## src/rtl/vdp_blend_output.sv

```systemverilog
// Final colour stage: palette lookup of primary and masked indices, alpha-over
// blend of the masked colour onto the primary, and sync alignment to the RGB output.
module vdp_blend_output #(
    parameter int SYNC_WIDTH = 2
) (
    input  logic                  clk,
    input  logic                  reset,
    input  logic                  pixel_valid,
    input  logic [7:0]            prioritized_pixel,
    input  logic [4:0]            prioritized_layer,
    input  logic [7:0]            prioritized_masked_pixel,
    input  logic [4:0]            prioritized_masked_layer,
    input  logic [SYNC_WIDTH-1:0] sync_in,
    input  logic                  frame_start,
    input  logic [11:0]           background_color,
    input  logic                  blend_enable,
    output logic [7:0]            palette_addr_a,
    output logic [7:0]            palette_addr_b,
    input  logic [15:0]           palette_data_a,
    input  logic [15:0]           palette_data_b,
    output logic                  out_valid,
    output logic [3:0]            out_r,
    output logic [3:0]            out_g,
    output logic [3:0]            out_b,
    output logic [SYNC_WIDTH-1:0] sync_out
);

    function automatic logic [4:0] alpha_weight(input logic [3:0] a);
        return (a == 4'hF) ? 5'd16 : {1'b0, a};
    endfunction

    function automatic logic [3:0] blend_ch(input logic [3:0] f, input logic [3:0] p,
                                            input logic [4:0] w);
        logic [8:0] acc;
        acc = 9'(f) * 9'(w) + 9'(p) * 9'(5'd16 - w);
        return acc[7:4];
    endfunction

    function automatic logic [11:0] blend_px(input logic [11:0] p, input logic [15:0] fb);
        logic [4:0] w;
        w = alpha_weight(fb[15:12]);
        return {blend_ch(fb[11:8], p[11:8], w), blend_ch(fb[7:4], p[7:4], w),
                blend_ch(fb[3:0], p[3:0], w)};
    endfunction

    logic                  unused_alpha_a;
    assign unused_alpha_a = ^palette_data_a[15:12];

    logic [11:0]           shadow_bg_q;
    logic                  shadow_blend_q;
    logic                  vld_p1_q, vld_p2_q, vld_p3_q;
    logic [SYNC_WIDTH-1:0] sync_p1_q, sync_p2_q, sync_p3_q;
    logic [7:0]            idx_a_p1_q, idx_b_p1_q;
    logic                  prim_p1_q, prim_p2_q, prim_p3_q;
    logic                  mask_p1_q, blend_p1_q, mix_p2_q, mix_p3_q;
    logic [11:0]           bg_p1_q, bg_p2_q, bg_p3_q;
    logic [11:0]           data_a_p3_q;
    logic [15:0]           data_b_p3_q;
    logic                  out_valid_q;
    logic [11:0]           rgb_q, rgb_d;
    logic [SYNC_WIDTH-1:0] sync_out_q;

    always_ff @(posedge clk or posedge reset) begin
        if (reset) begin
            shadow_bg_q    <= '0;
            shadow_blend_q <= 1'b0;
            vld_p1_q       <= 1'b0;
            vld_p2_q       <= 1'b0;
            vld_p3_q       <= 1'b0;
            sync_p1_q      <= '0;
            sync_p2_q      <= '0;
            sync_p3_q      <= '0;
            idx_a_p1_q     <= '0;
            idx_b_p1_q     <= '0;
            out_valid_q    <= 1'b0;
            rgb_q          <= '0;
            sync_out_q     <= '0;
        end else begin
            if (frame_start) begin
                shadow_bg_q    <= background_color;
                shadow_blend_q <= blend_enable;
            end
            // S1: sample inputs; indices drive the palette read ports
            vld_p1_q   <= pixel_valid;
            sync_p1_q  <= sync_in;
            idx_a_p1_q <= prioritized_pixel;
            idx_b_p1_q <= prioritized_masked_pixel;
            // S1b/S2: controls wait for the palette read latency
            vld_p2_q   <= vld_p1_q;
            sync_p2_q  <= sync_p1_q;
            vld_p3_q   <= vld_p2_q;
            sync_p3_q  <= sync_p2_q;
            // S3: registered result
            out_valid_q <= vld_p3_q;
            rgb_q       <= rgb_d;
            sync_out_q  <= sync_p3_q;
        end
    end

    // Datapath side registers; their content is only observed under a valid flag.
    always_ff @(posedge clk) begin
        prim_p1_q   <= |prioritized_layer;
        mask_p1_q   <= |prioritized_masked_layer;
        bg_p1_q     <= shadow_bg_q;
        blend_p1_q  <= shadow_blend_q;
        prim_p2_q   <= prim_p1_q;
        mix_p2_q    <= blend_p1_q & mask_p1_q;
        bg_p2_q     <= bg_p1_q;
        prim_p3_q   <= prim_p2_q;
        mix_p3_q    <= mix_p2_q;
        bg_p3_q     <= bg_p2_q;
        data_a_p3_q <= palette_data_a[11:0];
        data_b_p3_q <= palette_data_b;
    end

    always_comb begin
        logic [11:0] prim_col;
        rgb_d    = '0;
        prim_col = prim_p3_q ? data_a_p3_q : bg_p3_q;
        if (vld_p3_q) begin
            rgb_d = mix_p3_q ? blend_px(prim_col, data_b_p3_q) : prim_col;
        end
    end

    assign palette_addr_a = idx_a_p1_q;
    assign palette_addr_b = idx_b_p1_q;
    assign out_valid      = out_valid_q;
    assign out_r          = rgb_q[11:8];
    assign out_g          = rgb_q[7:4];
    assign out_b          = rgb_q[3:0];
    assign sync_out       = sync_out_q;

endmodule

```

## config.mk

```make
export PLATFORM = sky130hd
export DESIGN_NAME = vdp_blend_output
export DESIGN_NICKNAME = d
export VERILOG_FILES = /design/src/rtl/vdp_blend_output.sv
export SDC_FILE = /design/constraint.sdc
export NUM_CORES = 1
export LEC_CHECK = 0
export BUFFER_PORTS_ARGS = -buffer_cell sky130_fd_sc_hd__buf_2
export CELL_PAD_IN_SITES_DETAIL_PLACEMENT = 1
export CELL_PAD_IN_SITES_GLOBAL_PLACEMENT = 1
export CORE_MARGIN = 4
export CORE_UTILIZATION = 30
export CTS_CLUSTER_DIAMETER = 120
export CTS_CLUSTER_SIZE = 12
export DETAILED_ROUTE_END_ITERATION = 6
export PLACE_DENSITY_LB_ADDON = 0.1
export SLEW_MARGIN = 40
export SYNTH_ARGS = -nofsm -noshare
export SYNTH_HDL_FRONTEND = slang
export SYNTH_SLANG_ARGS = --single-unit
```

## constraint.sdc

```tcl
create_clock -name clk -period 9 [get_ports clk]
set_input_delay 1.8 -clock clk [delete_from_list [all_inputs] [get_ports clk]]
set_output_delay 1.8 -clock clk [all_outputs]
set_load 0.01 [all_outputs]
```

==> results of run 1 <==
critical path: stages, from the launching register on:
cell	delay, ps
dfxtp_1	800
nand3_1	430
and2_1	440
inv_2	310
ha_1	300
mux2i_4	570
nor2_1	150
fa_1	520
inv_1	50
fa_1	470
inv_1	60
fa_1	520
inv_1	50
fa_1	520
inv_1	40
ha_1	340
a21o_1	240
o211ai_2	280
a221o_1	200
nand3_1	60
or3_1	380
power groups by stage:
stage	registers [W]	clock network (W)	logic [W]
global route	0.000651	0.000793	0.000875
floorplan	0.000653	0	0.000552
detailed placement	0.000655	0	0.000764
CTS	0.000645	0.000766	0.000775
finish	0.000643	0.000741	0.000755
global placement	0.000654	0	0.000741
layout make-up:
type | count | area (um^2) | area share, %
Clock buffer | 17 | 425 | 4.98
Clock inverter | 15 | 200 | 2.34
Inverter | 104 | 390 | 4.57
Multi-Input combinational cell | 386 | 3810 | 44.6
Sequential cell | 124 | 2750 | 32.2
Tap cell | 313 | 392 | 4.58
Timing Repair Buffer | 111 | 576 | 6.74
cell usage in the layout (no fill, tap or decap), types with 4 or more instances in the layout:
master | netlist | layout
nand3_1 | 8 | 8
conb_1 | 2 | 11
nand2b_1 | 8 | 8
nand2_1 | 35 | 35
nor2b_1 | 9 | 9
dfxtp_1 | 71 | 70
buf_2 | 4 | 103
o21ai_0 | 4 | 4
fa_1 | 71 | 71
inv_6 | 0 | 6
dfrtp_1 | 53 | 53
ha_1 | 43 | 43
and3_1 | 22 | 22
mux2i_1 | 13 | 12
nor2_1 | 46 | 46
nor3_1 | 7 | 7
or2_2 | 5 | 5
o41ai_2 | 4 | 4
xor2_1 | 7 | 7
clkbuf_16 | 0 | 17
buf_4 | 1 | 8
mux2_2 | 16 | 16
o31ai_1 | 4 | 4
and2_1 | 19 | 19
xnor2_1 | 13 | 13
inv_1 | 103 | 102
or3_1 | 4 | 4
sequential cells by signal (all words and copies together), names as in the netlist, 8 cells and up:
register and cells:
data_b_p3_q 16, palette_addr_b 8, bg_p2_q 12, rgb_q 12, palette_addr_a 8, shadow_bg_q 12
bg_p3_q 12, bg_p1_q 12, data_a_p3_q 12
stage by stage:
stage | instances | power, W
6_report | 1070 | 0.00214
5_1_grt | 1070 | 0.00232
4_1_cts | 1070 | 0.00219
3_5_place_dp | 1038 | 0.00142
3_3_place_gp | 1038 | 0.00139
2_1_floorplan | 634 | 0.00120
how the worst max path moves through the flow:
stage | slack [ps] | endpoint | cells past startpoint | start
finish | 2100 | rgb_q[3] | 20 | data_b_p3_q[13]
floorplan | 3280 | rgb_q[3] | 23 | data_b_p3_q[15]
detailed placement | 2110 | rgb_q[3] | 20 | data_b_p3_q[13]
CTS | 2070 | rgb_q[3] | 20 | data_b_p3_q[13]
global placement | 1910 | rgb_q[3] | 20 | data_b_p3_q[13]
global route | 1740 | rgb_q[3] | 21 | data_b_p3_q[13]
cells by family after synthesis:
group,count (synthesis)
AOI/OAI and AO/OA,33
xor gates and xnor gates,24
adders and majority gates,114
buffers and inverters,124
DFF,124
muxes,32
other,2
and+or+nand+nor,172
per-layer routing:
| metal | GRT usage (%) | up-vias |
|---|---|---|
| met5 | 0 | - |
| met4 | 3.83 | 2 |
| met3 | 3.57 | 16 |
| met2 | 25.0 | 95 |
| met1 | 19.9 | 2350 |
| li1 | - | 2197 |
==> out/metrics.cfg, run 1 <==
[route]
num_vias = 4660
drt_wl_total_um = 18000
top_layer = met5
wl_met1_um = 8100
drt-pass1-iter-count = 4
route.met3.wl_um = 768
wl_per_cell_um = 16.8
routed_via_density = 4.36
antenna_left = 0
dr_wl_met2_um = 8850
drtIter0Drc = 130
drc_errors = 0

[power_and_ir_drop]
power_density_nw_per_um2 = 251
power.share.clock_pct = 34.6
p_sw_w = 0.000738
internal_power_w = 0.00140
seqPwrFrac_pct = 30.1
swShare_pct = 34.5
leakagePower_nw = 4.23
ir_worst_vdd_v = 0.000108
power_frac_comb_pct = 35.3

[critical_path]
timing.reg2reg.setup_slack_ps = 2100
regToRegEndpoint = rgb_q[3]
crit_fanout = 19
reg2reg_depth = 20
worstSetupPathType = reg -> reg
cp.required_ps = 9280
start_kind = flip-flop
arrival_ps = 7190
r2r_start = data_b_p3_q[13]
endpoint_kind = flip-flop

[die]
die_area_um2 = 25800
fp.coreArea_um2 = 22800
start_util_pct = 30.6
die_w_um = 161
die_h_um = 161
rows = 55
num_io_pins = 108

[sta]
setup_slack_ps = 2100
slew_headroom_pct = 47.8
finalClockSkew_ps = 20.0
finalHoldViolations = 0
setup_viol = 0
max_freq_ghz = 0.145
period_share_pct = 76.7
tightest_slew_ps = 761
tns_ps = 0
min_period_ps = 6900
maxSlewViolCount = 0
worst_hold_slack_ps = 319
rsz0062_at_grt = false

[logic_synthesis]
synth_top_cells_by_count = inv_1 (103), dfxtp_1 (71), fa_1 (71)
synth_area_um2 = 6980
yosys_warnings = 0
syn_inst = 625
synth-adder-area-share_pct = 28.1
synth-async-reset-ratio_pct = 42.7
synth-main-ff-cell = dfxtp_1
ys_ff_latch = 124
synth_edf_count = 0
synth.distinct_cells = 52
yosys-top-cells-area = dfxtp_1 (20%), fa_1 (20%), dfrtp_1 (19%)
synth-simple-area-share_pct = 12.7
synth_top_family_by_area = adder cells
synth_compound_area_share_pct = 3.87
syn_avg_cell_area_um2 = 11.2
netlist.area_leader.share_pct = 20.4
synthMostInstantiatedCell = inv_1
yosysTopAreaCell = dfxtp_1
synthMuxAreaShare_pct = 5.25
ys_seq_area_share_pct = 39.4
synth-xor-area-share_pct = 3.82

[clock_tree]
cts-resized-gates = 0
path_clk_slew_ps = 70
cts.sinks = 124
cts_made_buffers = 17
worstSkewPairLatency_ps = 430
htreeDepth = 4
cts_tree = built
clock_path_buffers = 2
cts_root_buffer = clkbuf_16
post_cts_buffers = 0
hold_buffers = 0

[min_path]
holdCritPathClass = reg -> reg
hp-start = bg_p2_q[6]
hold_end = bg_p3_q[6]
whs_path_depth = 0

[layout]
diodes = 0
final_util_pct = 37.5
final_cell_area_um2 = 8540
synthToLayoutAreaGrowth_pct = 22.4
final_layout_size_suffix_gt1_share_pct = 23.4
nFillCells = 2543
nets = 935

[global_route]
overflow = 0
grt_usage_pct = 15.1
antenna_found_initial = 1
grt_max_degree = 32
grt_pass1_vias = 5451
grt_pass1_wl_um = 30100

[placed_design]
dpl_worst_slack_ps = 2110
dp.final_hpwl_um = 13800
place_area_um2 = 7920
port_buffers = 103
place.gp.congestion = 0.819

[run]
drv_cap = 0

[run_status]
status = complete, no violations

Note: power is estimated with default switching activity, not from simulation.
==> inputs of run 2 (changes only) <==
Clock period 9 ns to 5.9 ns, I/O delays scaled along.
==> out/metrics.cfg, run 2 (synthesis gave the netlist of run 1 again) <==
[critical_path]
timing.reg2reg.setup_slack_ps = 340  ; -1760 ps
cp.required_ps = 6220  ; -3060 ps
path_cells = nand3_1, and2_1, inv_2, ha_1, xor2_1, or2_2, fa_1, fa_1, inv_1, fa_1, inv_1, fa_1, inv_1, ha_1, nand4b_1, o41ai_2, o41ai_2, xnor2_1, mux2_1, o21ai_0
regToRegEndpoint = rgb_q[11]
reg2reg_depth = 20  ; unchanged
endpoint_kind = flip-flop
start_kind = flip-flop
worst_path_most_repeated_cell = fa_1
cp_slowest_cell = dfxtp_1
max_stage_delay_ps = 570  ; -230 ps
crit_start = data_b_p3_q[15]
crit_fanout = 10  ; -9
r2r_start = data_b_p3_q[15]
crit_path_end = rgb_q[11]
worstSetupPathType = reg -> reg
arrival_ps = 5880  ; -1310 ps

[die]
num_io_pins = 108  ; unchanged
die_area_um2 = 25800  ; unchanged
die_w_um = 161  ; unchanged
rows = 55  ; unchanged
die_h_um = 161  ; unchanged
fp.coreArea_um2 = 22800  ; unchanged
start_util_pct = 30.6  ; unchanged

[layout]
nFillCells = 2552  ; +0.35%
diodes = 0  ; unchanged
mostFrequentLayoutCells = buf_2 (103), inv_1 (102), fa_1 (71)
stdcell_count = 1092  ; +2.1%
largest_reg_flops = 16  ; unchanged
layout_commonest_cell = buf_2
synthToLayoutAreaGrowth_pct = 23.7
final_layout_size_suffix_gt1_share_pct = 25.3  ; +1.9 points
top_register = data_b_p3_q
nets = 957  ; +2.4%

[route]
wl_per_cell_um = 16.8  ; +0.36%
routed_via_density = 4.37  ; +0.36%
num_vias = 4773  ; +2.4%
drtIter0Drc = 127  ; -2.3%
drc_errors = 0  ; unchanged
antenna_left = 0  ; unchanged
drt-pass1-iter-count = 4  ; unchanged
drt_wl_total_um = 18400  ; +2.4%

[global_route]
grt_pass1_vias = 5518  ; +1.2%
antenna_found_initial = 1  ; unchanged
grt_pass1_wl_um = 30100  ; -0.14%
overflow = 0  ; unchanged
grt_max_degree = 32  ; unchanged
grt_usage_pct = 15.1  ; +0.026 points

[sta]
min_period_ps = 5560  ; -1340 ps
max_freq_ghz = 0.180  ; +24%
rsz0062_at_grt = false
period_share_pct = 94.3  ; +18 points
finalClockSkew_ps = 19.9  ; -0.129 ps
slew_headroom_pct = 62.9  ; +15 points
tns_ps = 0  ; unchanged
tightest_slew_ps = 556  ; -205 ps
finalHoldViolations = 0  ; unchanged
maxSlewViolCount = 0  ; unchanged
setup_viol = 0  ; unchanged

[placed_design]
port_buffers = 103  ; unchanged
dpl.cell_count = 1060  ; +2.1%
place.gp.congestion = 0.791  ; -3.5%
dp.final_hpwl_um = 14300  ; +4.2%

[clock_tree]
clock_path_buffers = 2  ; unchanged
cts_tree = built
cts_made_buffers = 17  ; unchanged
cts.sinks = 124  ; unchanged
worstSkewPairLatency_ps = 430  ; about the same
cts_root_buffer = clkbuf_16
htreeDepth = 4  ; unchanged
post_cts_buffers = 0  ; unchanged
hold_buffers = 0  ; unchanged
path_clk_slew_ps = 70  ; about the same
cts-resized-gates = 0  ; unchanged

[min_path]
holdCritPathClass = reg -> reg

[power_and_ir_drop]
power_density_nw_per_um2 = 368  ; +47%
ir_worst_vdd_v = 0.000174  ; +60%
leakagePower_nw = 4.30  ; +1.8%

[run]
drv_cap = 0  ; unchanged

[run_status]
status = complete, no violations

==> run 2: changes by cell type in the layout (fill, tap and decap cells not counted), sizes merged <==
cell	previous run	this run
buf	111	133
bufinv	3	0
clkinvlp	2	3
inv	113	115
==> run 2: where the power goes <==
group,switching (W),total [W],leakage (nW),internal (W)
Combinational,0.000638,0.00117,2.80,0.000533
Sequential,0.0000425,0.000975,1.23,0.000933
Clock,0.000473,0.00104,0.274,0.000562
==> run 2: metrics by stage <==
stage	cell area, um^2	worst slack (ps)	util, %	hold slack, ps	power (W)
floorplan	7010	184	-	310	0.00184
detailed placement	8060	321	35.4	313	0.00218
global route	8630	33.3	37.9	326	0.00344
finish	8630	339	37.9	309	0.00318
CTS	8630	273	37.9	315	0.00325
global placement	8060	419	35.4	311	0.00214
==> run 2: cell type report <==
type | instances | area [um^2] | area share, %
tap | 313 | 392 | 4.54
multi-input combinational | 386 | 3790 | 43.9
inverter | 104 | 390 | 4.52
timing repair buffer | 133 | 741 | 8.58
sequential | 124 | 2750 | 31.8
clock buffer | 17 | 425 | 4.93
clock inverter | 15 | 145 | 1.68
==> run 2: worst min-delay path by stage <==
stage                           from         end  slack [ps]  cells after the start
after floorplan           bg_p1_q[0]  bg_p2_q[0]         310                      0
after global placement    bg_p1_q[9]  bg_p2_q[9]         310                      0
after detailed placement  bg_p1_q[9]  bg_p2_q[9]         310                      0
after CTS                 bg_p2_q[4]  bg_p3_q[4]         320                      0
after global routing      bg_p2_q[4]  bg_p3_q[4]         330                      0
final                     bg_p2_q[4]  bg_p3_q[4]         310                      0
==> run 2: metal layers <==
layer | vias to the layer above | track usage (%) | part of all wire [%]
met5 | - | 0 | 0.044
met3 | 18 | 4.03 | 3.9
met1 | 2416 | 19.6 | 46
met2 | 93 | 25.0 | 49
met4 | 2 | 4.07 | 1.4
li1 | 2244 | - | -
==> run 2: critical path, delay by kind of cell (launching register included) <==
family          cells  cell delay, ps
buf+inv             4             200
xor+xnor            2             320
mux                 1             370
flops               1             570
fa+ha+maj           6            2440
simple gates        4             880
compound gates      3             670
